### config.mk
export PLATFORM = sky130hd
export DESIGN_NAME = line_arbiter_n
export DESIGN_NICKNAME = d
export VERILOG_FILES = /design/src/rtl/line_arbiter_n.sv
export SDC_FILE = /design/constraint.sdc
export NUM_CORES = 1
export LEC_CHECK = 0
export ABC_CLOCK_PERIOD_IN_PS = 16800
export CAP_MARGIN = 10
export CORE_AREA = 5 5 643 645
export DETAILED_ROUTE_END_ITERATION = 12
export DIE_AREA = 0 0 648 650
export GPL_TIMING_DRIVEN = 0
export HOLD_SLACK_MARGIN = 0.05
export PLACE_DENSITY = 0.3
export SYNTH_ARGS = -nofsm -noshare
export SYNTH_HDL_FRONTEND = slang
export SYNTH_SLANG_ARGS = --single-unit
### constraint.sdc
create_clock -name clk -period 16.8 [get_ports clk]
set_clock_uncertainty 0.2 [all_clocks]
set_input_delay 3.36 -clock clk [delete_from_list [all_inputs] [get_ports clk]]
set_output_delay 3.36 -clock clk [all_outputs]
set_load 0.005 [all_outputs]
### src/rtl/line_arbiter_n.sv
// rtl/line_arbiter_n.sv - N-port cacheline arbiter, fixed-priority or round-robin
// One line transaction outstanding downstream; winner's op/address/wdata are latched.
module line_arbiter_n #(
   parameter int NUM_PORTS  = 3,
   parameter int LINE_WIDTH = 256,
   parameter int ADDR_WIDTH = 32,
   parameter int RR_MODE    = 1
) (
   input  logic                             clk,
   input  logic                             rst,
   input  logic [NUM_PORTS-1:0]             req_read,
   input  logic [NUM_PORTS-1:0]             req_write,
   input  logic [NUM_PORTS*ADDR_WIDTH-1:0]  req_address,
   input  logic [NUM_PORTS*LINE_WIDTH-1:0]  req_wdata,
   output logic [NUM_PORTS-1:0]             req_resp,
   output logic [LINE_WIDTH-1:0]            req_rdata,
   input  logic                             mem_resp,
   input  logic [LINE_WIDTH-1:0]            mem_rdata,
   output logic                             mem_read,
   output logic                             mem_write,
   output logic [ADDR_WIDTH-1:0]            mem_address,
   output logic [LINE_WIDTH-1:0]            mem_wdata,
   output logic                             busy
);

   localparam int PTR_W = (NUM_PORTS > 1) ? $clog2(NUM_PORTS) : 1;

   localparam logic [0:0] ST_IDLE = 1'b0;
   localparam logic [0:0] ST_BUSY = 1'b1;

   logic [0:0]            state;
   logic [PTR_W-1:0]      rr_ptr;
   logic [PTR_W-1:0]      grant;
   logic                  op_write;
   logic [ADDR_WIDTH-1:0] addr_q;
   logic [LINE_WIDTH-1:0] wdata_q;

   logic [NUM_PORTS-1:0]  pending;
   logic [PTR_W:0]        cand;
   logic [PTR_W-1:0]      win_idx;
   logic                  win_found;

   assign pending = req_read | req_write;

   // Scan ports starting at rr_ptr (or 0 in fixed mode), wrapping modulo NUM_PORTS.
   always_comb begin
      win_idx   = '0;
      win_found = 1'b0;
      cand      = '0;
      for (int k = 0; k < NUM_PORTS; k++) begin
         if (RR_MODE != 0)
            cand = {1'b0, rr_ptr} + (PTR_W+1)'(k);
         else
            cand = (PTR_W+1)'(k);
         if (cand >= (PTR_W+1)'(NUM_PORTS))
            cand = cand - (PTR_W+1)'(NUM_PORTS);
         if (!win_found && pending[cand[PTR_W-1:0]]) begin
            win_found = 1'b1;
            win_idx   = cand[PTR_W-1:0];
         end
      end
   end

   always_ff @(posedge clk or posedge rst) begin
      if (rst) begin
         state    <= ST_IDLE;
         rr_ptr   <= '0;
         grant    <= '0;
         op_write <= 1'b0;
         addr_q   <= '0;
         wdata_q  <= '0;
      end else begin
         case (state)
            ST_IDLE: begin
               if (win_found) begin
                  state    <= ST_BUSY;
                  grant    <= win_idx;
                  op_write <= req_write[win_idx];
                  addr_q   <= req_address[win_idx*ADDR_WIDTH +: ADDR_WIDTH];
                  wdata_q  <= req_wdata[win_idx*LINE_WIDTH +: LINE_WIDTH];
               end
            end
            ST_BUSY: begin
               if (mem_resp) begin
                  state  <= ST_IDLE;
                  rr_ptr <= (grant == PTR_W'(NUM_PORTS-1)) ? '0 : grant + 1'b1;
               end
            end
            default: state <= ST_IDLE;
         endcase
      end
   end

   assign busy        = (state == ST_BUSY);
   assign mem_read    = busy & ~op_write;
   assign mem_write   = busy & op_write;
   assign mem_address = addr_q;
   assign mem_wdata   = wdata_q;
   assign req_rdata   = mem_rdata;

   always_comb begin
      req_resp = '0;
      if (busy && mem_resp)
         req_resp[grant] = 1'b1;
   end

endmodule

==> results.toml, run 1 <==
[logic_synthesis]
synth.avg_cell_area_um2 = 10.5
yosysWarningCount = 0
synth_top_area_cell = "dfrtp_1"
synth.top_cell.area_share_pct = 43.6
synth.lib_cells_used.distinct = 29
ys.flop_type = "dfrtp_1"
synthArstFlopShare_pct = 100
synthesis.instances = 1603
netlist_area_um2 = 16900
synth.yosys.seq_area_share_pct = 43.6
synth-seq-cells = 294
yosys-top-cells-area = "dfrtp_1, mux2i_1, a22oi_1"
number_of_flops_mapped_to_enable_cells_by_yosys = 0
synth.net_count = 2735

[routing]
met3_wire_length_um = 35900
topRoutingLayerUsed = "met5"
drtPass1Iterations = 5
route.met2.wl_um = 141000
routed_wire_length_per_instance_um = 31.9
wl_met1_um = 90800
drt_wl_total_um = 275000
drt.antenna.violating_nets = 0
routed-via-count = 21282
drt-initial-drc-count = 1537
drt_drc_violations_left = 0
avgViaCountPerCell = 2.47

[finish]
multi_input_gate_area_in_the_final_layout_um2 = 6870
fraction_of_layout_cells_with_a_size_suffix_above_1_pct = 14.1
instances_no_fill = 8627
layout_stage_area_growth_over_the_synthesis_result_pct = 136
post-route-cell-area_um2 = 39900
fill_cells = 47274
finalCoreUtilization_pct = 9.78
leading_cell_type_in_the_layout_fill_and_taps_excluded = "clkdlybuf4s50_1"
layout_common_cells = "clkdlybuf4s50_1, dfrtp_1, a22oi_1, mux2i_1, buf_4"
sequential_cell_area_um2 = 7360
net_count_reported_at_finish = 4222

[power_and_ir_drop]
power_mw = 5.98
power_per_cell_area_nw_per_um2 = 150
power.leakage_nw = 13.9
peakVddDrop_mv = 0.0745

[timing]
unrepaired_setup_endpoints_after_global_routing = "false"
fin_crit_sh_pct = 50.6
slew_headroom_pct = 19.3
period_needed_ps = 8490
timing_worst_slew_pin_value_ps = 1180
finalSetupViolCount = 0
hold-worst-slack_ps = 305
setup_slack_ps = 8310
achievable-frequency_ghz = 0.118
timing.final.max_slew_violations = 0
final.setup.tns_ps = 0
report.final.hold_viol_count = 0

[floorplanning]
dieWidth_um = 648
pin_count = 1679
die-area_um2 = 421000
start_util_pct = 4.14
rows = 235
die_h_um = 650
core_um2 = 408000

[cts]
clock_latency_ps = 670
clk_path_buf_depth = 3
h-tree-depth = 2
cts_resized = 0
clock_tree_root_driver_cell = "clkbuf_16"
post_cts_hold_buffer_count = 0
tritoncts_num_sinks = 294
post_cts.repair.setup_buffers = 0
cts_inserted_buffers = 47
clk_pin_slew_ps = 60
cts_tree = "yes"

[worst_setup_path]
cp_data_arrival_time_ps = 4930
criticalPathCategory = "input pin to output pin"
endpoint_kind = "output pin"
cp.required_ps = 13240
critPathLaunchType = "input pin"
worstPathMaxFanout = 6

[placed_design]
place_ws_ps = 8260
portBuffers = 1422
globalplace.congestion = 0.897
dp_hpwl_um = 251000
numPlacedInstances = 8492
post_dp_cell_area_um2 = 38300

[grt]
grt_use_total_pct = 12.4
grt.overflow.total = 0
grt_antenna_before_repair = 278
grt_pass1_wl_um = 322000
grt_start_max_net_pins = 99
first_global_vias = 21253

[flow_run]
cap_violations = 0

[status]
run_status = "completed"

[hold_path]
worstHoldPathType = "flip-flop to flip-flop"
[worst paths after layout]
path | start | to | slack, ps | depth (start not counted)
worst max-delay path | mem_resp | req_resp[1] | 8310 | 4
worst min-delay path | mem_wdata[33] | mem_wdata[33] | 310 | 2
worst max register to register | rr_ptr[0] | mem_wdata[133] | 12310 | 12
worst min register to register | mem_wdata[33] | mem_wdata[33] | 310 | 2
max in group asynchronous | rst | mem_wdata[144] | 11950 | 4
min in group asynchronous | rst | mem_wdata[67] | 2840 | 2
[kinds of logic (layout without fill, tap and decap cells)]
group	after synthesis	count (layout)	share of synthesized area, %
AO/OA/AOI/OAI	599	599	22.3
flip-flops	294	294	43.6
AND/OR/NAND/NOR	26	26	0.809
buffers and inverters	392	1913	15.9
multiplexers	289	289	17.2
other	0	52	0
adder cells (fa/ha/maj)	3	3	0.223
[worst max-delay path, stage by stage]
cell	delay (ps)
clkdlybuf4s50_1	470
nand2_1	130
nor3_1	320
clkdlybuf4s50_1	640
[report_power, final]
part,total (mW),leakage [nW],switching [mW],internal (mW)
clock,1.02,0.726,0.467,0.550
combinational,3.59,9.59,2.06,1.53
sequential,1.37,3.62,0.304,1.07
[cell usage after synthesis (3+ instances only)]
master      n
a21o_1      5
nor3_1      7
inv_1       5
nand2_1     4
buf_6      21
mux2i_1   289
a21oi_1     3
a22oi_1   290
dfrtp_1   294
o21ai_1   200
buf_2      39
ha_1        3
clkbuf_1   63
o21ai_0    91
a211oi_1    5
buf_4     262
nor2_1      6
[cell type report]
class                      instances  area share [%]
clock buffer                      59            3.26
inverter                           5          0.0659
multi-input combinational        917            17.2
clock inverter                    24           0.468
timing repair buffer            1438            36.4
tap                             5451            17.1
buffer                           387            6.71
sequential                       294            18.5
antenna                           52           0.326
[routing by layer]
layer	GRT usage, %	up-vias
li1	-	8776
met1	12.4	10287
met2	22.8	1495
met3	6.81	518
met4	1.93	206
met5	0	-
[registers in the layout (all words and copies together) (netlist names)]
signal       cells
busy             1
op_write         1
rr_ptr           2
mem_address     32
grant            2
mem_wdata      256
Note: power is estimated with default switching activity, not from simulation.
==> run 2, diff against run 1 <==
- ABC_CLOCK_PERIOD_IN_PS: 16800 -> 8600
- CORE_AREA: 5 5 643 645 -> 5 5 654 656
- DIE_AREA: 0 0 648 650 -> 0 0 659 661
- clock period: 16.8 -> 8.6 ns (I/O delays scaled with it)
==> results.toml, run 2 (synthesis results as in run 1) <==
[cts]
cts_inserted_buffers = 52
post_cts.repair.setup_buffers = 0
clock_latency_ps = 700
tritoncts_num_sinks = 294
post_cts_hold_buffer_count = 0
clk_pin_slew_ps = 60
clk_path_buf_depth = 3
cts_tree = "yes"
h-tree-depth = 2
clock_tree_root_driver_cell = "clkbuf_16"
cts_resized = 0

[finish]
fill_cells = 48815
sequential_cell_area_um2 = 7360
leading_cell_type_in_the_layout_fill_and_taps_excluded = "clkdlybuf4s50_1"
finalCoreUtilization_pct = 9.63
multi_input_gate_area_in_the_final_layout_um2 = 6890
post-route-cell-area_um2 = 40600
instances_no_fill = 8734
layout_common_cells = "clkdlybuf4s50_1, dfrtp_1, a22oi_1, mux2i_1, buf_4"
net_count_reported_at_finish = 4244
fraction_of_layout_cells_with_a_size_suffix_above_1_pct = 14.9
layout_stage_area_growth_over_the_synthesis_result_pct = 141
largest_reg_flops = 256

[routing]
routed_wire_length_per_instance_um = 32.0
drt_drc_violations_left = 0
routed-via-count = 21472
drt_wl_total_um = 280000
drt-initial-drc-count = 1510
drt.antenna.violating_nets = 0
avgViaCountPerCell = 2.46
drtPass1Iterations = 5

[grt]
first_global_vias = 21347
grt_start_max_net_pins = 37
grt_use_total_pct = 12.2
grt.overflow.total = 0
grt_pass1_wl_um = 326000
grt_antenna_before_repair = 253

[floorplanning]
start_util_pct = 4.00
die-area_um2 = 436000
die_h_um = 661
rows = 239
core_um2 = 422000
dieWidth_um = 659
pin_count = 1679

[timing]
final.setup.tns_ps = 0
finalSetupViolCount = 0
slew_headroom_pct = 26.2
timing.final.max_slew_violations = 0
setup_slack_ps = 3160
period_needed_ps = 5440
timing_worst_slew_pin_value_ps = 1110
unrepaired_setup_endpoints_after_global_routing = "false"
achievable-frequency_ghz = 0.184
report.final.hold_viol_count = 0
fin_crit_sh_pct = 63.3

[worst_setup_path]
worst_r2r_endpoint = "mem_wdata[163]"
cp_data_arrival_time_ps = 5780
r2r_slack_ps = 4310
worstPathMaxFanout = 10
endpoint_kind = "flip-flop"
critPathLaunchType = "input pin"
criticalPathCategory = "input pin to flip-flop"
r2r.worst_path.cells = 12
cp.required_ps = 8940
critical_path.reg2reg.startpoint = "rr_ptr[0]"
startpoint = "req_write[1]"

[placed_design]
numPlacedInstances = 8601
portBuffers = 1422
dp_hpwl_um = 256000
globalplace.congestion = 0.884
post_dp_cell_area_um2 = 38700
place_ws_ps = 2040

[power_and_ir_drop]
power_per_cell_area_nw_per_um2 = 300
peakVddDrop_mv = 0.175
power.leakage_nw = 14.3

[status]
run_status = "completed"

[hold_path]
whs_path_depth = 2
hold_start = "mem_wdata[236]"
worstHoldPathType = "flip-flop to flip-flop"
hold_path_end = "mem_wdata[236]"

[flow_run]
cap_violations = 0
-- run 2: changes by cell type in the layout (fill, tap and decap cells not counted), moves of 4 or more --
cell	before	now
bufinv_16	0	5
clkbuf_1	60	64
buf_12	2	15
diode_2	52	37
buf_6	26	33
clkinv_2	12	6
clkbuf_8	8	16
clkinv_4	1	5
clkbuf_16	47	52
-- run 2: report_power, final --
part | switching [mW] | total [mW] | internal, mW
Clock | 0.982 | 2.39 | 1.40
Combinational | 4.12 | 7.18 | 3.05
Sequential | 0.545 | 2.63 | 2.08
Total | 5.65 | 12.2 | 6.54
-- run 2: worst max-delay path: stages --
cell	delay (ps)
clkdlybuf4s50_1	610
nor2_1	480
a211oi_1	130
nor3_1	430
a21o_1	170
buf_4	260
buf_2	360
buf_2	690
mux2i_1	790
o21ai_1	110
-- run 2: cell type report --
type | instances | area share [%]
timing repair buffer | 1455 | 36.4
inverter | 5 | 0.0554
clock buffer | 75 | 3.81
buffer | 387 | 6.58
sequential | 294 | 18.1
antenna | 37 | 0.228
multi-input combinational | 917 | 17.0
clock inverter | 21 | 0.786
tap | 5543 | 17.1
-- run 2: per-layer routing --
layer | vias to the layer above | part of all wire, % | routed length [µm] | global-route usage, %
li1 | 8822 | - | - | -
met1 | 10501 | 35 | 99200 | 12.9
met2 | 1518 | 52 | 145000 | 22.7
met3 | 459 | 9.7 | 27000 | 5.00
met4 | 172 | 2.4 | 6710 | 2.34
met5 | - | 0.41 | 1150 | 0
-- run 2: worst max path at each step --
stage / cells after the start / slack [ps] / to
after floorplan: 1 / 2780 / busy
after CTS: 10 / 2860 / mem_wdata[163]
final: 10 / 3160 / mem_wdata[163]
after global placement: 2 / -1690 / mem_wdata[169]
after detailed placement: 10 / 2040 / mem_wdata[163]
after global routing: 10 / 2930 / mem_wdata[163]
-- run 2: stage by stage --
stage          power, mW  hold WS, ps
2_1_floorplan       5.01          279
3_3_place_gp        10.0          293
3_5_place_dp        10.2          297
4_1_cts             12.7          311
5_1_grt             12.9          329
6_report            12.2          304
==> run 3, diff against run 2 <==
- ABC_CLOCK_PERIOD_IN_PS: 8600 -> 5000
- CORE_AREA: 5 5 654 656 -> 5 5 650 652
- DIE_AREA: 0 0 659 661 -> 0 0 655 657
- clock period: 8.6 -> 5 ns (I/O delays scaled with it)
==> results.toml, run 3 (synthesis results as in run 1) <==
[routing]
drtPass1Iterations = 5
route.met2.wl_um = 139000
avgViaCountPerCell = 2.47
drt-initial-drc-count = 1919
routed_wire_length_per_instance_um = 30.9
drt.antenna.violating_nets = 0
met3_wire_length_um = 28800
drt_drc_violations_left = 0
routed-via-count = 21486
topRoutingLayerUsed = "met5"
drt_wl_total_um = 268000
wl_met1_um = 92300

[finish]
sequential_cell_area_um2 = 7360
multi_input_gate_area_in_the_final_layout_um2 = 6870
layout_common_cells = "clkdlybuf4s50_1, dfrtp_1, a22oi_1, mux2i_1, buf_4"
net_count_reported_at_finish = 4235
fill_cells = 47995
fraction_of_layout_cells_with_a_size_suffix_above_1_pct = 14.3
layout_stage_area_growth_over_the_synthesis_result_pct = 139
leading_cell_type_in_the_layout_fill_and_taps_excluded = "clkdlybuf4s50_1"
largest_reg_flops = 256

[worst_setup_path]
criticalPathCategory = "input pin to flip-flop"
critical_path.most_common_cell = "buf_2"
max_stage_delay_ps = 670
worstPathCellList = "clkdlybuf4s50_1, nor2_1, a211oi_1, nor3_1, a21o_1, buf_4, buf_2, buf_2, mux2i_1, o21ai_1"
crit_slowest_cell = "mux2i_1"
cp.required_ps = 5350
cp_data_arrival_time_ps = 5210
worstPathMaxFanout = 13
endpoint_kind = "flip-flop"
critPathLaunchType = "input pin"

[timing]
timing_worst_slew_pin_value_ps = 1050
timing.final.max_slew_violations = 0
hold-worst-slack_ps = 307
fin_crit_sh_pct = 97.3
period_needed_ps = 4860
unrepaired_setup_endpoints_after_global_routing = "false"
achievable-frequency_ghz = 0.206
report.final.hold_viol_count = 0
finalSetupViolCount = 0
slew_headroom_pct = 28.1

[floorplanning]
pin_count = 1679
die_h_um = 657
rows = 237
start_util_pct = 4.06
core_um2 = 416000
die-area_um2 = 430000
dieWidth_um = 655

[grt]
grt_start_max_net_pins = 37
grt_antenna_before_repair = 253
grt_pass1_wl_um = 315000
grt_use_total_pct = 11.9
first_global_vias = 21418
grt.overflow.total = 0

[cts]
clock_tree_root_driver_cell = "clkbuf_16"
clk_path_buf_depth = 3
post_cts.repair.setup_buffers = 0
clk_pin_slew_ps = 70
cts_tree = "yes"
clock_latency_ps = 670
cts_inserted_buffers = 50
h-tree-depth = 2
tritoncts_num_sinks = 294

[power_and_ir_drop]
power.leakage_nw = 14.1
sw_frac_of_total_pct = 46.0
p_sw_mw = 9.32
peakVddDrop_mv = 0.262
p_int_mw = 11.0
power_mw = 20.3
combinational_fraction_of_design_power_pct = 58.8
pwr-share-clk_pct = 18.6
seq_power_share_pct = 22.6
power_per_cell_area_nw_per_um2 = 503

[flow_run]
cap_violations = 0

[hold_path]
worstHoldPathType = "flip-flop to flip-flop"

[placed_design]
dp_hpwl_um = 245000
globalplace.congestion = 0.891
portBuffers = 1422

[status]
run_status = "completed"
[run 3: cell count changes in the layout (fill, tap and decap cells not counted), sizes merged]
| cell | previous run | this run |
|---|---|---|
| buf | 357 | 349 |
| bufinv | 5 | 3 |
| clkbuf | 138 | 137 |
| clkinv | 13 | 10 |
| clkinvlp | 3 | 2 |
| diode | 37 | 49 |
| inv | 5 | 6 |
[run 3: through the flow]
step	setup slack (ps)	utilization, %	std cells	TNS, ps	area, µm²
2_1_floorplan	-103	-	1603	-30320	16900
3_3_place_gp	-4420	9.14	8522	-1439970	38000
3_5_place_dp	-856	9.26	8548	-20930	38500
4_1_cts	47.6	9.66	8637	0	40200
5_1_grt	48.1	9.68	8655	0	40200
6_report	136	9.69	8686	0	40300
[run 3: path summary, 6_finish.rpt]
check	startpoint	to	slack [ps]	cells past startpoint
max in group asynchronous	rst	mem_wdata[87]	2480	7
setup / recovery	req_write[1]	mem_wdata[49]	140	10
hold reg to reg	mem_wdata[19]	mem_wdata[19]	310	2
setup reg to reg	rr_ptr[0]	mem_wdata[49]	570	12
hold / removal	mem_wdata[19]	mem_wdata[19]	310	2
min in group asynchronous	rst	mem_wdata[206]	460	2
[run 3: final cells by class]
class	count	share of cell area (%)
well taps	5497	17.1
clock inverters	16	0.491
plain buffers	387	6.63
repair buffers	1448	36.5
diodes	49	0.304
multi-input cells	917	17.1
flip-flops and latches	294	18.3
inverters	5	0.0559
clock buffers	73	3.62
[run 3: timing repair]
action	4_1_cts	5_1_grt
setup endpoints to repair	2	9
gates resized for setup	3	3
hold buffers	0	0
[run 3: worst max-delay path: cells and delay by family]
kind,cells,cell delay (ps)
buffers and inverters,4,2100
AND/OR/NAND/NOR,2,900
multiplexers,1,670
AO/OA/AOI/OAI,3,400
[run 3: per-layer routing]
| metal | vias to the layer above | track usage [%] |
|---|---|---|
| li1 | 8804 | - |
| met1 | 10456 | 12.2 |
| met2 | 1564 | 22.0 |
| met3 | 490 | 5.16 |
| met4 | 172 | 2.72 |
| met5 | - | 0 |
[run 3: power groups by stage]
stage	clock [mW]	sequential (mW)	combinational, mW
after floorplan	0	4.30	4.32
after global placement	0	4.60	12.3
after detailed placement	0	4.59	12.5
after CTS	3.99	4.59	12.6
after global routing	4.04	4.70	12.8
final	3.76	4.59	11.9
